===== config.mk =====
export PLATFORM = sky130hd
export DESIGN_NAME = regfile_wb
export DESIGN_NICKNAME = d
export VERILOG_FILES = /design/src/rtl/riscv_pkg.sv /design/src/rtl/regfile_scoreboard.sv /design/src/rtl/regfile_wb.sv
export SDC_FILE = /design/constraint.sdc
export NUM_CORES = 2
export LEC_CHECK = 0
export CORE_ASPECT_RATIO = 1.1
export CORE_MARGIN = 4
export CORE_UTILIZATION = 65
export CTS_BUF_LIST = sky130_fd_sc_hd__clkbuf_4 sky130_fd_sc_hd__clkbuf_8
export CTS_CLUSTER_DIAMETER = 50
export CTS_CLUSTER_SIZE = 16
export DETAILED_ROUTE_END_ITERATION = 7
export MAX_ROUTING_LAYER = met4
export PLACE_DENSITY = 0.83
export SETUP_SLACK_MARGIN = 0.4
export SYNTH_ARGS = -nofsm -noshare
export SYNTH_HDL_FRONTEND = slang
export SYNTH_SLANG_ARGS = --single-unit

===== constraint.sdc =====
create_clock -name clk -period 5.3 [get_ports clk]
set_input_delay 1.06 -clock clk [delete_from_list [all_inputs] [get_ports clk]]
set_output_delay 1.06 -clock clk [all_outputs]
set_load 0.01 [all_outputs]

===== src/rtl/riscv_pkg.sv =====
// riscv_pkg: shared core widths and register-file constants
package riscv_pkg;
  localparam int XLEN = 32;
  localparam int NREG = 32;
  localparam int REG_AW = 5;
  localparam logic [REG_AW-1:0] REG_X0 = 5'd0;
endpackage


===== src/rtl/regfile_scoreboard.sv =====
// regfile_scoreboard: load-pending bits (set by pend_set_i/pend_rd_i, cleared by WB we_i/rd_i), busy for rs1/rs2, pending count, sticky double-set error
module regfile_scoreboard
  import riscv_pkg::*;
(
  input  logic              clk,
  input  logic              rst,
  input  logic [REG_AW-1:0] rs1_addr_i,
  input  logic [REG_AW-1:0] rs2_addr_i,
  input  logic              we_i,
  input  logic [REG_AW-1:0] rd_i,
  input  logic              pend_set_i,
  input  logic [REG_AW-1:0] pend_rd_i,
  output logic              rs1_busy_o,
  output logic              rs2_busy_o,
  output logic [REG_AW:0]   pend_cnt_o,
  output logic              pend_err_o
);
  logic [NREG-1:0] pend_q, pend_d, clr_m, set_m;
  logic [REG_AW:0] cnt_q, cnt_d;
  logic err_q, err_d, set_v, inc, dec;
  always_comb begin
    set_v = pend_set_i && pend_rd_i != REG_X0;
    clr_m = we_i ? NREG'(1) << rd_i : '0;
    set_m = set_v ? NREG'(1) << pend_rd_i : '0;
    pend_d = (pend_q & ~clr_m) | set_m;
    inc = set_v && !pend_q[pend_rd_i];
    dec = we_i && pend_q[rd_i] && !(set_v && pend_rd_i == rd_i);
    cnt_d = cnt_q + (REG_AW+1)'(inc) - (REG_AW+1)'(dec);
    err_d = err_q || (set_v && pend_q[pend_rd_i] && !(we_i && rd_i == pend_rd_i));
  end
  always_ff @(posedge clk) begin
    if (rst) begin
      pend_q <= '0;
      cnt_q <= '0;
      err_q <= 1'b0;
    end else begin
      pend_q <= pend_d;
      cnt_q <= cnt_d;
      err_q <= err_d;
    end
  end
  assign rs1_busy_o = pend_q[rs1_addr_i] && !(we_i && rd_i == rs1_addr_i);
  assign rs2_busy_o = pend_q[rs2_addr_i] && !(we_i && rd_i == rs2_addr_i);
  assign pend_cnt_o = cnt_q;
  assign pend_err_o = err_q;
endmodule


===== src/rtl/regfile_wb.sv =====
// regfile_wb: x0..x31 register file with WB write port, two bypassed ID read ports and load scoreboard (busy, count, error)
module regfile_wb
  import riscv_pkg::*;
(
  input  logic              clk,
  input  logic              rst,
  input  logic [REG_AW-1:0] rs1_addr_id_i,
  input  logic [REG_AW-1:0] rs2_addr_id_i,
  output logic [XLEN-1:0]   rs1_data_id_o,
  output logic [XLEN-1:0]   rs2_data_id_o,
  input  logic              RegWrite_wb_i,
  input  logic [REG_AW-1:0] rd_wb_i,
  input  logic [XLEN-1:0]   Wr_reg_data_wb_i,
  input  logic              pend_set_i,
  input  logic [REG_AW-1:0] pend_rd_i,
  output logic              rs1_busy_o,
  output logic              rs2_busy_o,
  output logic [REG_AW:0]   pend_cnt_o,
  output logic              pend_err_o
);
  logic [XLEN-1:0] regs_q [NREG];
  logic wr_v;
  always_comb begin
    wr_v = RegWrite_wb_i && rd_wb_i != REG_X0;
    rs1_data_id_o = rs1_addr_id_i == REG_X0 ? '0 :
                    wr_v && rd_wb_i == rs1_addr_id_i ? Wr_reg_data_wb_i : regs_q[rs1_addr_id_i];
    rs2_data_id_o = rs2_addr_id_i == REG_X0 ? '0 :
                    wr_v && rd_wb_i == rs2_addr_id_i ? Wr_reg_data_wb_i : regs_q[rs2_addr_id_i];
  end
  always_ff @(posedge clk) begin
    if (rst) begin
      for (int i = 0; i < NREG; i++) regs_q[i] <= '0;
    end else if (wr_v) begin
      regs_q[rd_wb_i] <= Wr_reg_data_wb_i;
    end
  end
  regfile_scoreboard u_sb (
    .clk(clk),
    .rst(rst),
    .rs1_addr_i(rs1_addr_id_i),
    .rs2_addr_i(rs2_addr_id_i),
    .we_i(RegWrite_wb_i),
    .rd_i(rd_wb_i),
    .pend_set_i(pend_set_i),
    .pend_rd_i(pend_rd_i),
    .rs1_busy_o(rs1_busy_o),
    .rs2_busy_o(rs2_busy_o),
    .pend_cnt_o(pend_cnt_o),
    .pend_err_o(pend_err_o)
  );
endmodule


* After elaboration in Yosys (flattened, before gate mapping)
Memory sizes are Yosys's and may differ from the RTL's.
Cells that the tools add are included.
** Word-level totals
- Register bits :: 39
- Memory bits (writable) :: 1024
- Input port bits :: 56
- Memories :: 1
** Cells by class
- Add/subtract/negate cells :: 2
- Magnitude comparators :: 4
- Equal/unequal tests :: 4
- Shift operators :: 2
- Muxes and demuxes :: 22
- Bitwise operators :: 3
- Reductions and logical operators :: 26
** Memories
- regs_q :: words 32, width 32, rd ports 2, clocked after memory_dff 0, write ports 32, line regfile_wb.sv:21 : logic [XLEN-1:0] regs_q [NREG];
** Operator list (number)
- 2-to-1 mux 32 bit :: 7
- << shifter 1 x 5 -> 32 bit (first input constant) :: 2
- bitwise AND 32 bit :: 1
- inverter 32 bit :: 1
- bitwise OR 32 bit :: 1
- OR reduction 32 bit :: 1
- < comparator 5 x 6 -> 1 bit (second input constant) :: 4
- binary-select mux 1 bit (select 5 bit) :: 4
- equality test 5 bit :: 4
- logical AND 1 bit :: 15
- zero test 5 bit :: 2
- 2-to-1 mux 1 bit :: 10
- nonzero test 5 bit :: 2
- adder 6 x 1 -> 6 bit :: 1
- subtractor 6 x 1 -> 6 bit :: 1
- zero test 1 bit :: 5
- 2-to-1 mux 5 bit :: 1
- logical OR 1 bit :: 1

* Longest topological paths before layout
- Depth after elaboration :: 7
- Mapped depth :: 17

* Cells and area by module
A second synthesis with hierarchy kept.
** Unflattened totals
- Cell total of the unflattened synthesis :: 4191
- Area, all modules :: 58547.4 um^2
** Modules (own cells, without submodules)
- regfile_wb :: times used 1, cells an instance 3865, area each 55509.5 um^2
- regfile_scoreboard :: times used 1, cells an instance 326, area each 3037.9 um^2

* Worst setup path after synthesis
Ideal clock, no wire load.
- Path type :: input to register
- Start :: in RegWrite_wb_i
- End :: mem regs_q[10][0] (enable)
- Arrival :: 4.301 ns
- Required time :: 4.834 ns
- Slack :: 0.534 ns
- Stages :: 6
- Buffers on the path :: 2
- Cells stage by stage :: clkbuf_1 > inv_1 > nor2_1 > nand3b_1 > clkbuf_1 > o21ai_0
** RTL lines
- start: declaration :: line regfile_wb.sv:11 : input logic RegWrite_wb_i,
- end: declaration :: line regfile_wb.sv:21

* Worst setup path after layout
- Start :: in rs2_addr_id_i[3]
- End :: out rs2_data_id_o[25]
** On the way
- Word-level cells in the longest chain between the ends :: 4
- Elaborated cells between the ends (all ways) :: 6
- Those cells by class :: 1 x eq/ne; 2 x mux; 2 x reduce/logical; 1 x memory
** Ends and longest elaborated chain
- start: declaration :: line regfile_wb.sv:8 : input logic [REG_AW-1:0] rs2_addr_id_i,
- branches (longest 3 deep; another with memory read (32 x 32 bit))
- 2-to-1 mux 32 bit (*) :: line regfile_wb.sv:27 : rs2_data_id_o = rs2_addr_id_i == REG_X0 ? '0 :
- end: declaration :: line regfile_wb.sv:10 : output logic [XLEN-1:0] rs2_data_id_o,
Mark *: on every way between the ends.

==> flow_summary.toml <==
[die]
initial_core_util = 0.658
dieArea_sq_um = 94000
ioPinCount = 129
die_h_microns = 321
core_sq_um = 88100
fp-row-count = 114
fp.dieW_microns = 293

[finish]
final_nets = 4231
fillers = 5224
syn_to_final_growth_pct = 13.3
final_common_cell = "edfxtp_1"
drive_gt1_frac = 0.271
final_cell_mix = "1,024 x edfxtp_1, 995 x and2_1, 485 x mux4_2, 267 x buf_4, 191 x mux2i_1"
fin_area_sq_um = 65700

[sta]
finalCriticalPeriod_ps = 4980
drv_slew = 0
tns_ps = 0
fin_crit_sh = 0.939
grt_setup_unrepaired = "yes"
max_freq_mhz = 201
fin_worst_skew_ps = 29.9
finalHoldViolations = 0
setup_viol = 0
worstMarginPinSlew_ps = 1460
slew_headroom = 0.0235

[job]
maxCapViolCount = 0

[yosys]
synthDistinctLibCells = 67
synth_area_leader_cell = "edfxtp_1"
syn_inst = 4005
ys_ff_latch = 1063
synth_edf_count = 1024
yosysWarnings = 0
syn_avg_cell_area_sq_um = 14.5
yosysSeqAreaShare = 0.544
yosys_most_used_dff = "edfxtp_1"
async_reset_ff_frac = 0
synth_area_leaders = "edfxtp_1 53%, mux4_2 19%, and2_1 11%"
syn_area_sq_um = 58000
synth_top_area_share = 0.531

[clocking]
root_buffer = "clkbuf_8"
clk_path_buf_depth = 3
cts_sinks = 1063
cts_tree = "built"
clock_latency_ps = 800
cts_htree_levels = 3
hold_buffers = 0
clk_pin_slew_worst_paths_ps = 90
cts_buffers = 107

[detailed_routing]
via_count = 41700
drc_errors = 13
dr.first_iter.drc_count = 7520
postRouteAntennaNets = 0
drt-pass1-iter-count = 8
totalWireLength_mm = 203
avgViaCountPerCell = 7.66
wl_per_cell_microns = 37.2

[setup_path]
startpoint_type = "input pin"
cp.arrival_ps = 3920
critPathMaxFanout = 23
worstSetupEndpointType = "output pin"
critPathKind = "in -> out"
required_ps = 4240

[grt]
grt_usage = 0.444
grt_pass1_wl_mm = 287
first_global_vias = 41900
grt_max_degree = 84
overflow = 0
antenna_found_initial = 22

[placement]
dpl-instance-area_sq_um = 62600
port-buffer-count = 128
dp_hpwl_mm = 126
place.gp.congestion = 0.967

[power_and_ir_drop]
p_sw_frac = 0.281
ir_worst_vdd_uv = 239
leakage_uw = 0.0228
p_switching_uw = 5290
clkPwrFrac = 0.312
p_int_uw = 13600
combPwrFrac = 0.162
power.density_nw_per_um2 = 287
pwr-share-seq = 0.526

[run_status]
violations = "DRC"
outcome = "finished with violations"

[hold_path]
hold_path.class = "reg -> reg"
-- area by class of cell --
class                           count  area (sq um)  area share
Antenna cell                       34          85.1     0.00130
Sequential cell                  1063         31500       0.480
Timing Repair Buffer              455          4550      0.0694
Clock inverter                     79           836      0.0127
Clock buffer                      120          1600      0.0243
Inverter                           21          87.6     0.00133
Multi-Input combinational cell   2520         25500       0.389
Tap cell                         1160          1450      0.0221
-- state kept, by name, summed over array words and instances (netlist names) --
register / count
u_sb.pend_err_o: 1
u_sb.pend_q: 32
regs_q: 1024
u_sb.pend_cnt_o: 6
-- power groups by stage --
stage	Clock, uW	Sequential [uW]	Combinational [uW]
6_report	5870	9920	3050
5_1_grt	6190	9950	3120
4_1_cts	5830	9890	2930
3_5_place_dp	0	10100	2890
3_3_place_gp	0	10000	2850
2_1_floorplan	0	10000	1670
-- synth_stat cells, types with 11 or more instances --
master / number
a221oi_1: 33
a22oi_1: 57
o21ai_0: 73
edfxtp_1: 1024
buf_2: 99
nor2_1: 83
mux2_2: 11
a211oi_1: 99
dfxtp_1: 39
buf_1: 16
o211ai_1: 26
a221o_1: 41
clkbuf_1: 293
mux4_2: 485
buf_4: 22
mux2i_1: 192
inv_1: 18
o21a_1: 12
xnor2_1: 14
a22o_1: 21
and2_1: 995
nand2_1: 34
nor2b_1: 81
o22ai_1: 13
nand4_1: 14
a21oi_1: 69
nand3_1: 18
-- logic make-up (layout without fill, tap and decap cells) --
kind of cell,count (synthesis),in the layout,share of synthesized area
XOR/XNOR,19,19,0.00287
other,1,66,0.0000647
adder cells (fa/ha/maj),7,7,0.00164
buffers and inverters,454,675,0.0332
AND/OR/NAND/NOR,1279,1280,0.133
AO/OA/AOI/OAI,494,494,0.0613
multiplexers,688,688,0.224
flip-flops,1063,1063,0.544
-- per-stage QoR --
stage               hold WS [ps]  cells  utilization  power, uW  setup WS [ps]
global route                 536   5445        0.745      19300            292
global placement             474   5205        0.710      12900          -6.60
floorplan                    476   4036            -      11700            534
CTS                          508   5414        0.741      18700            297
detailed placement           474   5205        0.710      13000          -7.39
finish                       508   5452        0.745      18800            323
-- critical path: stages --
cell	delay (ps)
clkdlybuf4s50_1	510
buf_12	210
nand2b_1	150
nor2_1	170
buf_4	290
buf_4	230
a22oi_1	130
a31oi_1	470
clkdlybuf4s50_1	650
-- layer usage --
metal  track usage  vias to the layer above  routed length, microns
li1              -                    15800                       -
met3         0.167                     1145                   35200
met4         0.285                        0                   16100
met5             -                        -                       0
met2         0.639                     4559                   90800
met1         0.530                    20200                   60700
-- final timing paths --
path / from / end / slack, ps / depth (start not counted)
max: rs2_addr_id_i[3] / rs2_data_id_o[25] / 320 / 9
min: u_sb.pend_err_o / u_sb.pend_err_o / 510 / 1
max reg2reg: u_sb.pend_q[0] / u_sb.pend_cnt_o[5] / 2020 / 12
min reg2reg: u_sb.pend_err_o / u_sb.pend_err_o / 510 / 1
-- what timing repair did --
| action | CTS | global route |
|---|---|---|
| cloned | 1 | 1 |
| pin swaps | 4 | 3 |
| gates resized for setup | 49 | 43 |
| setup endpoints to repair | 50 | 46 |
| buffers inserted | 9 | 3 |
No activity file was read; power rests on OpenSTA's default activity.
